$ cat src/rtl/simple_logic_pkg.sv
// Shared mode encoding and the per-group reduction used by stage 1 of
// simple_logic_pipe.
package simple_logic_pkg;

    localparam logic MODE_POS = 1'b0;
    localparam logic MODE_SOP = 1'b1;

    localparam int MAX_GROUPS  = 32;
    localparam int MAX_GROUP_W = 32;
    localparam int MAX_BITS    = MAX_GROUPS * MAX_GROUP_W;

    // OR (POS) or AND (SOP) of each group; bits beyond groups stay 0.
    function automatic logic [MAX_GROUPS-1:0] group_reduce(
        input logic [MAX_BITS-1:0] data,
        input logic                mode,
        input int                  groups,
        input int                  group_w
    );
        logic [MAX_GROUPS-1:0] grp;
        logic                  acc;
        grp = '0;
        for (int g = 0; g < MAX_GROUPS; g++) begin
            acc = (mode == MODE_SOP);
            for (int b = 0; b < MAX_GROUP_W; b++) begin
                if (g < groups && b < group_w) begin
                    if (mode == MODE_SOP)
                        acc = acc & data[g*group_w + b];
                    else
                        acc = acc | data[g*group_w + b];
                end
            end
            if (g < groups)
                grp[g] = acc;
        end
        return grp;
    endfunction

endpackage

$ cat src/rtl/logic_pipe_stage.sv
// Generic valid/ready register slice; loads when empty or when its
// current content is taken downstream in the same cycle.
module logic_pipe_stage #(
    parameter int WIDTH = 1
) (
    input  logic             clk,
    input  logic             rst,
    input  logic             in_valid,
    output logic             in_ready,
    input  logic [WIDTH-1:0] in_data,
    output logic             out_valid,
    input  logic             out_ready,
    output logic [WIDTH-1:0] out_data
);

    logic             vld_q;
    logic [WIDTH-1:0] data_q;

    assign in_ready  = !vld_q || out_ready;
    assign out_valid = vld_q;
    assign out_data  = data_q;

    always_ff @(posedge clk or posedge rst) begin
        if (rst) begin
            vld_q  <= 1'b0;
            data_q <= '0;
        end else if (in_ready) begin
            vld_q <= in_valid;
            if (in_valid)
                data_q <= in_data;
        end
    end

endmodule

$ cat src/rtl/simple_logic_pipe.sv
// Two-stage AND-of-ORs / OR-of-ANDs reducer with valid/ready flow control
// and a saturating count of delivered 1-results.
module simple_logic_pipe
    import simple_logic_pkg::*;
#(
    parameter int GROUPS  = 2,
    parameter int GROUP_W = 2,
    parameter int CNT_W   = 8
) (
    input  logic                      clk,
    input  logic                      rst,
    input  logic                      in_valid,
    output logic                      in_ready,
    input  logic [GROUPS*GROUP_W-1:0] in_data,
    input  logic                      in_mode,
    output logic                      out_valid,
    input  logic                      out_ready,
    output logic                      out_data,
    output logic [CNT_W-1:0]          hit_cnt,
    input  logic                      cnt_clr
);

    localparam int S1_W = GROUPS + 1;
    localparam logic [CNT_W-1:0] CNT_MAX = {CNT_W{1'b1}};

    logic [GROUPS-1:0] grp_p0;
    logic [S1_W-1:0]   s1_data_p1;
    logic [GROUPS-1:0] grp_p1;
    logic              mode_p1;
    logic              vld_p1;
    logic              rdy_p1;
    logic              red_p1;
    logic              rdy_p2;
    logic              vld_p2;
    logic              data_p2;

    // Stage 0 -> 1: per-group reduction registered with its mode
    assign grp_p0 = GROUPS'(group_reduce(MAX_BITS'(in_data), in_mode, GROUPS, GROUP_W));

    logic_pipe_stage #(.WIDTH(S1_W)) u_s1 (
        .clk       (clk),
        .rst       (rst),
        .in_valid  (in_valid),
        .in_ready  (rdy_p1),
        .in_data   ({in_mode, grp_p0}),
        .out_valid (vld_p1),
        .out_ready (rdy_p2),
        .out_data  (s1_data_p1)
    );

    assign grp_p1  = s1_data_p1[GROUPS-1:0];
    assign mode_p1 = s1_data_p1[GROUPS];

    // Stage 1 -> 2: final reduction across groups
    assign red_p1 = (mode_p1 == MODE_SOP) ? |grp_p1 : &grp_p1;

    logic_pipe_stage #(.WIDTH(1)) u_s2 (
        .clk       (clk),
        .rst       (rst),
        .in_valid  (vld_p1),
        .in_ready  (rdy_p2),
        .in_data   (red_p1),
        .out_valid (vld_p2),
        .out_ready (out_ready),
        .out_data  (data_p2)
    );

    // Ready is suppressed while reset is held so nothing is offered to a stage being cleared
    assign in_ready  = rdy_p1 && !rst;
    assign out_valid = vld_p2;
    assign out_data  = data_p2;

    // Output side: count delivered 1-results; clear has priority
    always_ff @(posedge clk or posedge rst) begin
        if (rst)
            hit_cnt <= '0;
        else if (cnt_clr)
            hit_cnt <= '0;
        else if (vld_p2 && out_ready && data_p2 && hit_cnt != CNT_MAX)
            hit_cnt <= hit_cnt + 1'b1;
    end

endmodule

$ cat config.mk
export PLATFORM = sky130hd
export DESIGN_NAME = simple_logic_pipe
export DESIGN_NICKNAME = d
export VERILOG_FILES = /design/src/rtl/simple_logic_pkg.sv /design/src/rtl/logic_pipe_stage.sv /design/src/rtl/simple_logic_pipe.sv
export SDC_FILE = /design/constraint.sdc
export NUM_CORES = 1
export LEC_CHECK = 0
export CELL_PAD_IN_SITES_DETAIL_PLACEMENT = 1
export CELL_PAD_IN_SITES_GLOBAL_PLACEMENT = 2
export CORE_UTILIZATION = 30
export DETAILED_ROUTE_END_ITERATION = 12
export GPL_ROUTABILITY_DRIVEN = 1
export PLACE_DENSITY = 0.87
export SLEW_MARGIN = 10
export SYNTH_ARGS = -nofsm -noshare
export SYNTH_HDL_FRONTEND = slang
export SYNTH_SLANG_ARGS = --single-unit
export TNS_END_PERCENT = 100
$ cat constraint.sdc
create_clock -name clk -period 4.6 [get_ports clk]
set_input_delay 1.38 -clock clk [delete_from_list [all_inputs] [get_ports clk]]
set_output_delay 1.38 -clock clk [all_outputs]
set_load 0.05 [all_outputs]
==> metrics.yaml, run 1 <==
n_antenna_cell: 0
rr_startpoint: "hit_cnt[0]"
swShare: 0.3189
drive_gt1_frac: 0.1828
start_util: 0.3273
async_reset_ff_frac: 1.000
synth.cell_area_um2: 752.0
route.detailed.drc: 0
n_fill_cell: 271
drt_wl_total_um: 1791
finalCriticalPeriod_ns: 3.832
synth_flop_cell: "dfrtp_1"
routed_via_density: 5.446
hold_violations: 0
die_h_um: 52.07
antenna_found_initial: 0
cp_max_fo: 5
clock_sinks: 14
worstHoldPathType: "register to register"
port_buffers: 20
synth-edff-count: 0
fin_nets: 105
firstDrtPassIters: 2
pwr-share-seq: 0.453
cts-resized-gates: 0
r2r_cells: 4
power_switching_mw: 0.1024
cts.clk_slew.worst_paths_ns: 0.09
synthToLayoutAreaGrowth_pct: 37.94
crit_start: "out_ready"
rrSetupSlack_ns: 2.94
required_ns: 3.22
ys_ff_latch: 14
fp-row-count: 17
max_slew_margin: 0.6492
clk_root_buffer_cell: "clkbuf_4"
worstSetupPathType: "input port to output pin"
drtAntennaViolNets: 0
fmax_mhz: 260.9
avgSynthCellArea_um2: 10.90
setup_tns_ns: 0
numCtsBuffers: 3
endpoint: "in_ready"
wl_per_cell_um: 14.80
boundaryPins: 21
clk_latency_ns: 0.29
core_area_mm2: 0.002297
tightest_slew_ns: 0.5246
syn_inst: 69
place.gp.congestion: 0.7419
synthDistinctLibCells: 29
p_int_mw: 0.2187
ctsHoldBuffers: 0
dpl.hpwl_um: 1353
clock_skew_ns: 0.001834
grt_pass1_vias: 696
track_usage: 0.1633
p_clk_frac: 0.286
die_area_mm2: 0.002711
slew_viol_final: 0
power_mw: 0.3211
synthesis.nets: 80
cts_max_level: 1
pwr_density_cell_mw_per_mm2: 309.6
status: "finished clean"
ctsLongestPathBuffers: 2
leakage_nw: 0.4146
overflow: 0
ys_warn_count: 0
worstPathArrival_ns: 2.45
grt_max_degree: 15
rr_endpoint: "hit_cnt[0]"
num_vias: 659
drt-initial-drc-count: 2
die_x_um: 52.07
rsz0062_at_grt: "false"
comb_power_share: 0.261
worst_setup_path_end_kind: "output pin"
setup_viol: 0
grt_pass1_wl_um: 3153
peakVddDrop_mv: 0.1488
cts_setup_buffers: 0
start_kind: "input port"
cts_tree: "done"
seq_area_frac_synth: 0.4659
fin_crit_sh: 0.8331
max_cap_violations: 0
critical path, cell delays in order:
cell and delay (ns):
clkdlybuf4s50_1 0.48, nand3b_1 0.23, and2_1 0.21, buf_12 0.15
flip-flops by register name, summed over array words and instances, names as in the netlist:
name,flops
u_s2.out_valid,1
u_s1.out_valid,1
hit_cnt,8
u_s1.out_data,3
u_s2.out_data,1
area by class of cell:
cell class / instances / area, µm² / area share
Timing Repair Buffer: 21 / 217.7 / 0.2099
Multi-Input combinational cell: 52 / 390.4 / 0.3764
Inverter: 2 / 7.507 / 0.007238
Tap cell: 28 / 35.03 / 0.03378
Clock buffer: 4 / 36.28 / 0.03498
Sequential cell: 14 / 350.3 / 0.3378
power by group through the flow:
stage	logic (mW)	registers [mW]	clock network, mW
2_1_floorplan	0.0314	0.167	0
5_1_grt	0.0902	0.148	0.101
3_3_place_gp	0.0827	0.147	0
4_1_cts	0.0854	0.146	0.0952
6_report	0.0839	0.145	0.0919
3_5_place_dp	0.0846	0.148	0
Yosys cell counts, drive strengths merged, types with 2 or more instances:
cell	instances	share of area
mux2	6	0.090
maj3	3	0.040
nor3	2	0.013
and3	3	0.027
a21oi	6	0.040
nand2b	5	0.042
nor2b	2	0.017
nand2	4	0.020
inv	2	0.010
dfrtp	14	0.47
and4	2	0.028
a211oi	5	0.050
nand3	3	0.027
worst min-delay path by stage:
stage / startpoint / to / slack, ns / depth (start not counted)
3_3_place_gp: u_s1.out_valid / u_s2.out_valid / 0.47 / 1
3_5_place_dp: u_s1.out_valid / u_s2.out_valid / 0.48 / 1
4_1_cts: u_s1.out_valid / u_s2.out_valid / 0.50 / 1
2_1_floorplan: u_s1.out_valid / u_s2.out_valid / 0.46 / 1
5_1_grt: u_s1.out_data[2] / u_s1.out_data[2] / 0.55 / 1
6_report: u_s1.out_valid / u_s2.out_valid / 0.50 / 1
cell families after synthesis:
logic type / share of synthesized area
compound gates: 0.1215
fa+ha+maj: 0.05657
buf+inv: 0.01497
flops: 0.4659
mux: 0.1032
simple gates: 0.2379
cell usage in the layout, fill, tap and decap left out, drive strengths merged:
cell type	n
a2111oi	1
a211oi	5
a21oi	6
a31oi	1
a41oi	1
and2	1
and3	3
and4	2
and4bb	1
buf	2
clkbuf	4
clkdlybuf4s50	19
dfrtp	14
ha	1
inv	2
maj3	3
mux2	6
mux2i	1
nand2	4
nand2b	5
nand3	3
nand3b	1
nand4	1
nor2	1
nor2b	2
nor3	2
nor4	1
layer usage:
layer,wire length (µm),vias up,part of all wire,global-route usage
met5,0,-,0,0
met4,38,0,0.021,0.08108
met3,89,5,0.050,0.04386
met2,909,19,0.51,0.2799
met1,754,326,0.42,0.1838
li1,-,309,-,-
per-stage QoR:
| step | setup slack (ns) | hold WS, ns | cell area, µm² | instances | utilization |
|---|---|---|---|---|---|
| after floorplan | 1.025 | 0.4569 | 752.0 | 69 | - |
| after global placement | 0.7870 | 0.4685 | 1001 | 117 | 0.4357 |
| after detailed placement | 0.7677 | 0.4824 | 1001 | 117 | 0.4357 |
| after CTS | 0.7636 | 0.5046 | 1037 | 121 | 0.4515 |
| after global routing | 0.6736 | 0.5473 | 1037 | 121 | 0.4515 |
| final | 0.7678 | 0.5003 | 1037 | 121 | 0.4515 |
Power figures use the tool's default switching activity.
==> run 2: changes to the inputs <==
--- a/config.mk
+++ b/config.mk
@@ -7,10 +7,10 @@
 export LEC_CHECK = 0
 export CELL_PAD_IN_SITES_DETAIL_PLACEMENT = 1
 export CELL_PAD_IN_SITES_GLOBAL_PLACEMENT = 2
-export CORE_UTILIZATION = 30
+export CORE_UTILIZATION = 28
 export DETAILED_ROUTE_END_ITERATION = 12
 export GPL_ROUTABILITY_DRIVEN = 1
-export PLACE_DENSITY = 0.87
+export PLACE_DENSITY = 0.82
 export SLEW_MARGIN = 10
 export SYNTH_ARGS = -nofsm -noshare
 export SYNTH_HDL_FRONTEND = slang
==> constraint.sdc (replaced) <==
create_clock -name clk -period 3.6 [get_ports clk]
set_input_delay 1.08 -clock clk [delete_from_list [all_inputs] [get_ports clk]]
set_output_delay 1.08 -clock clk [all_outputs]
set_load 0.05 [all_outputs]
==> metrics.yaml, run 2 (same netlist as run 1, synthesis figures left out) <==
start_kind: "input port"
tightest_slew_ns: 0.4912
drt_wl_total_um: 1671
layout_commonest_cell: "clkdlybuf4s50_1"
pre_cts_ws_ns: 0.3562
port_buffers: 20
routed_via_density: 5.423
rsz0062_at_grt: "false"
firstDrtPassIters: 4
pwr_density_cell_mw_per_mm2: 392.0
slew_viol_final: 0
finalCriticalPeriod_ns: 3.249
rrSetupSlack_ns: 1.95
max_slew_margin: 0.6715
leakage_nw: 0.4146
grt_max_degree: 15
cts_max_level: 1
place.gp.congestion: 0.7253
antenna_found_initial: 0
max_cap_violations: 0
required_ns: 2.52
placedInstanceArea_mm2: 0.001003
fin_nets: 105
cp_max_fo: 5
status: "finished clean"
fp-row-count: 18
peakVddDrop_mv: 0.1924
start_util: 0.3008
dpl.hpwl_um: 1288
wl_per_cell_um: 13.59
n_antenna_cell: 0
track_usage: 0.1462
setup_tns_ns: 0
cts-resized-gates: 0
synthToLayoutAreaGrowth_pct: 38.27
route.detailed.drc: 0
most-common-layout-cells: "clkdlybuf4s50_1, dfrtp_1, a21oi_1"
worst_setup_path_end_kind: "output pin"
setup_slack_ns: 0.3514
clk_latency_ns: 0.28
dp_cells: 119
die_x_um: 53.82
core_area_mm2: 0.002500
setup_viol: 0
largest_register: "hit_cnt"
cts_tree: "done"
fin_crit_sh: 0.9024
die_area_mm2: 0.002897
drtAntennaViolNets: 0
hold_violations: 0
clk_root_buffer_cell: "clkbuf_4"
grt_pass1_wl_um: 3015
fmax_mhz: 307.8
drt-initial-drc-count: 10
stdcell_area_mm2: 0.001040
overflow: 0
boundaryPins: 21
worstPathArrival_ns: 2.17
worstHoldPathType: "register to register"
ctsHoldBuffers: 0
largest_reg_flops: 8
num_vias: 667
cts.clk_slew.worst_paths_ns: 0.09
die_h_um: 53.82
worstSetupPathType: "input port to output pin"
fin_cells: 123
numCtsBuffers: 3
ctsLongestPathBuffers: 2
cts_setup_buffers: 0
power_mw: 0.4075
clock_skew_ns: 0.008427
grt_pass1_vias: 674
clock_sinks: 14
drive_gt1_frac: 0.1828
==> run 2: report_power, final <==
part	switching, mW	leakage [nW]	internal (mW)
sequential	0.0141	0.179	0.171
clock	0.0552	0.0210	0.0615
combinational	0.0590	0.214	0.0465
total	0.128	0.415	0.279
==> run 2: per-stage QoR <==
| stage | util | hold WS (ns) |
|---|---|---|
| after global placement | 0.4014 | 0.4729 |
| after CTS | 0.4159 | 0.5094 |
| after detailed placement | 0.4014 | 0.4872 |
| final | 0.4159 | 0.5055 |
| after floorplan | - | 0.4569 |
| after global routing | 0.4159 | 0.5427 |
==> run 2: cell type report <==
class / instances / area [µm²]
Multi-Input combinational cell: 52 / 390.4
Tap cell: 30 / 37.54
Sequential cell: 14 / 350.3
Inverter: 2 / 7.507
Timing Repair Buffer: 21 / 217.7
Fill cell: 291 / 1460
Clock buffer: 4 / 36.28
==> run 2: critical path: stages <==
cell	delay, ns
clkdlybuf4s50_1	0.49
nand3b_1	0.23
and2_1	0.21
buf_12	0.15
==> run 2: path summary, 6_finish.rpt <==
check	end	cells past startpoint	startpoint
max	in_ready	4	out_ready
min	u_s2.out_valid	1	u_s1.out_valid
max reg2reg	hit_cnt[0]	4	hit_cnt[0]
min reg2reg	u_s2.out_valid	1	u_s1.out_valid
max in group asynchronous	hit_cnt[1]	3	rst
min in group asynchronous	hit_cnt[6]	3	rst
==> run 2: metal layers <==
layer / GRT usage / vias to the layer above / routed length (µm)
met5: 0 / - / 0
met4: 0.02632 / 0 / 0
met3: 0.05085 / 0 / 95
met2: 0.2469 / 22 / 814
met1: 0.1793 / 333 / 761
li1: - / 312 / -
==> run 3: changes to the inputs <==
--- a/config.mk
+++ b/config.mk
@@ -5,6 +5,7 @@
 export SDC_FILE = /design/constraint.sdc
 export NUM_CORES = 1
 export LEC_CHECK = 0
+export CAP_MARGIN = 20
 export CELL_PAD_IN_SITES_DETAIL_PLACEMENT = 1
 export CELL_PAD_IN_SITES_GLOBAL_PLACEMENT = 2
 export CORE_UTILIZATION = 28
==> results of run 3 <==
No change in the layout: final DEF, timing and power equal those of run 2.
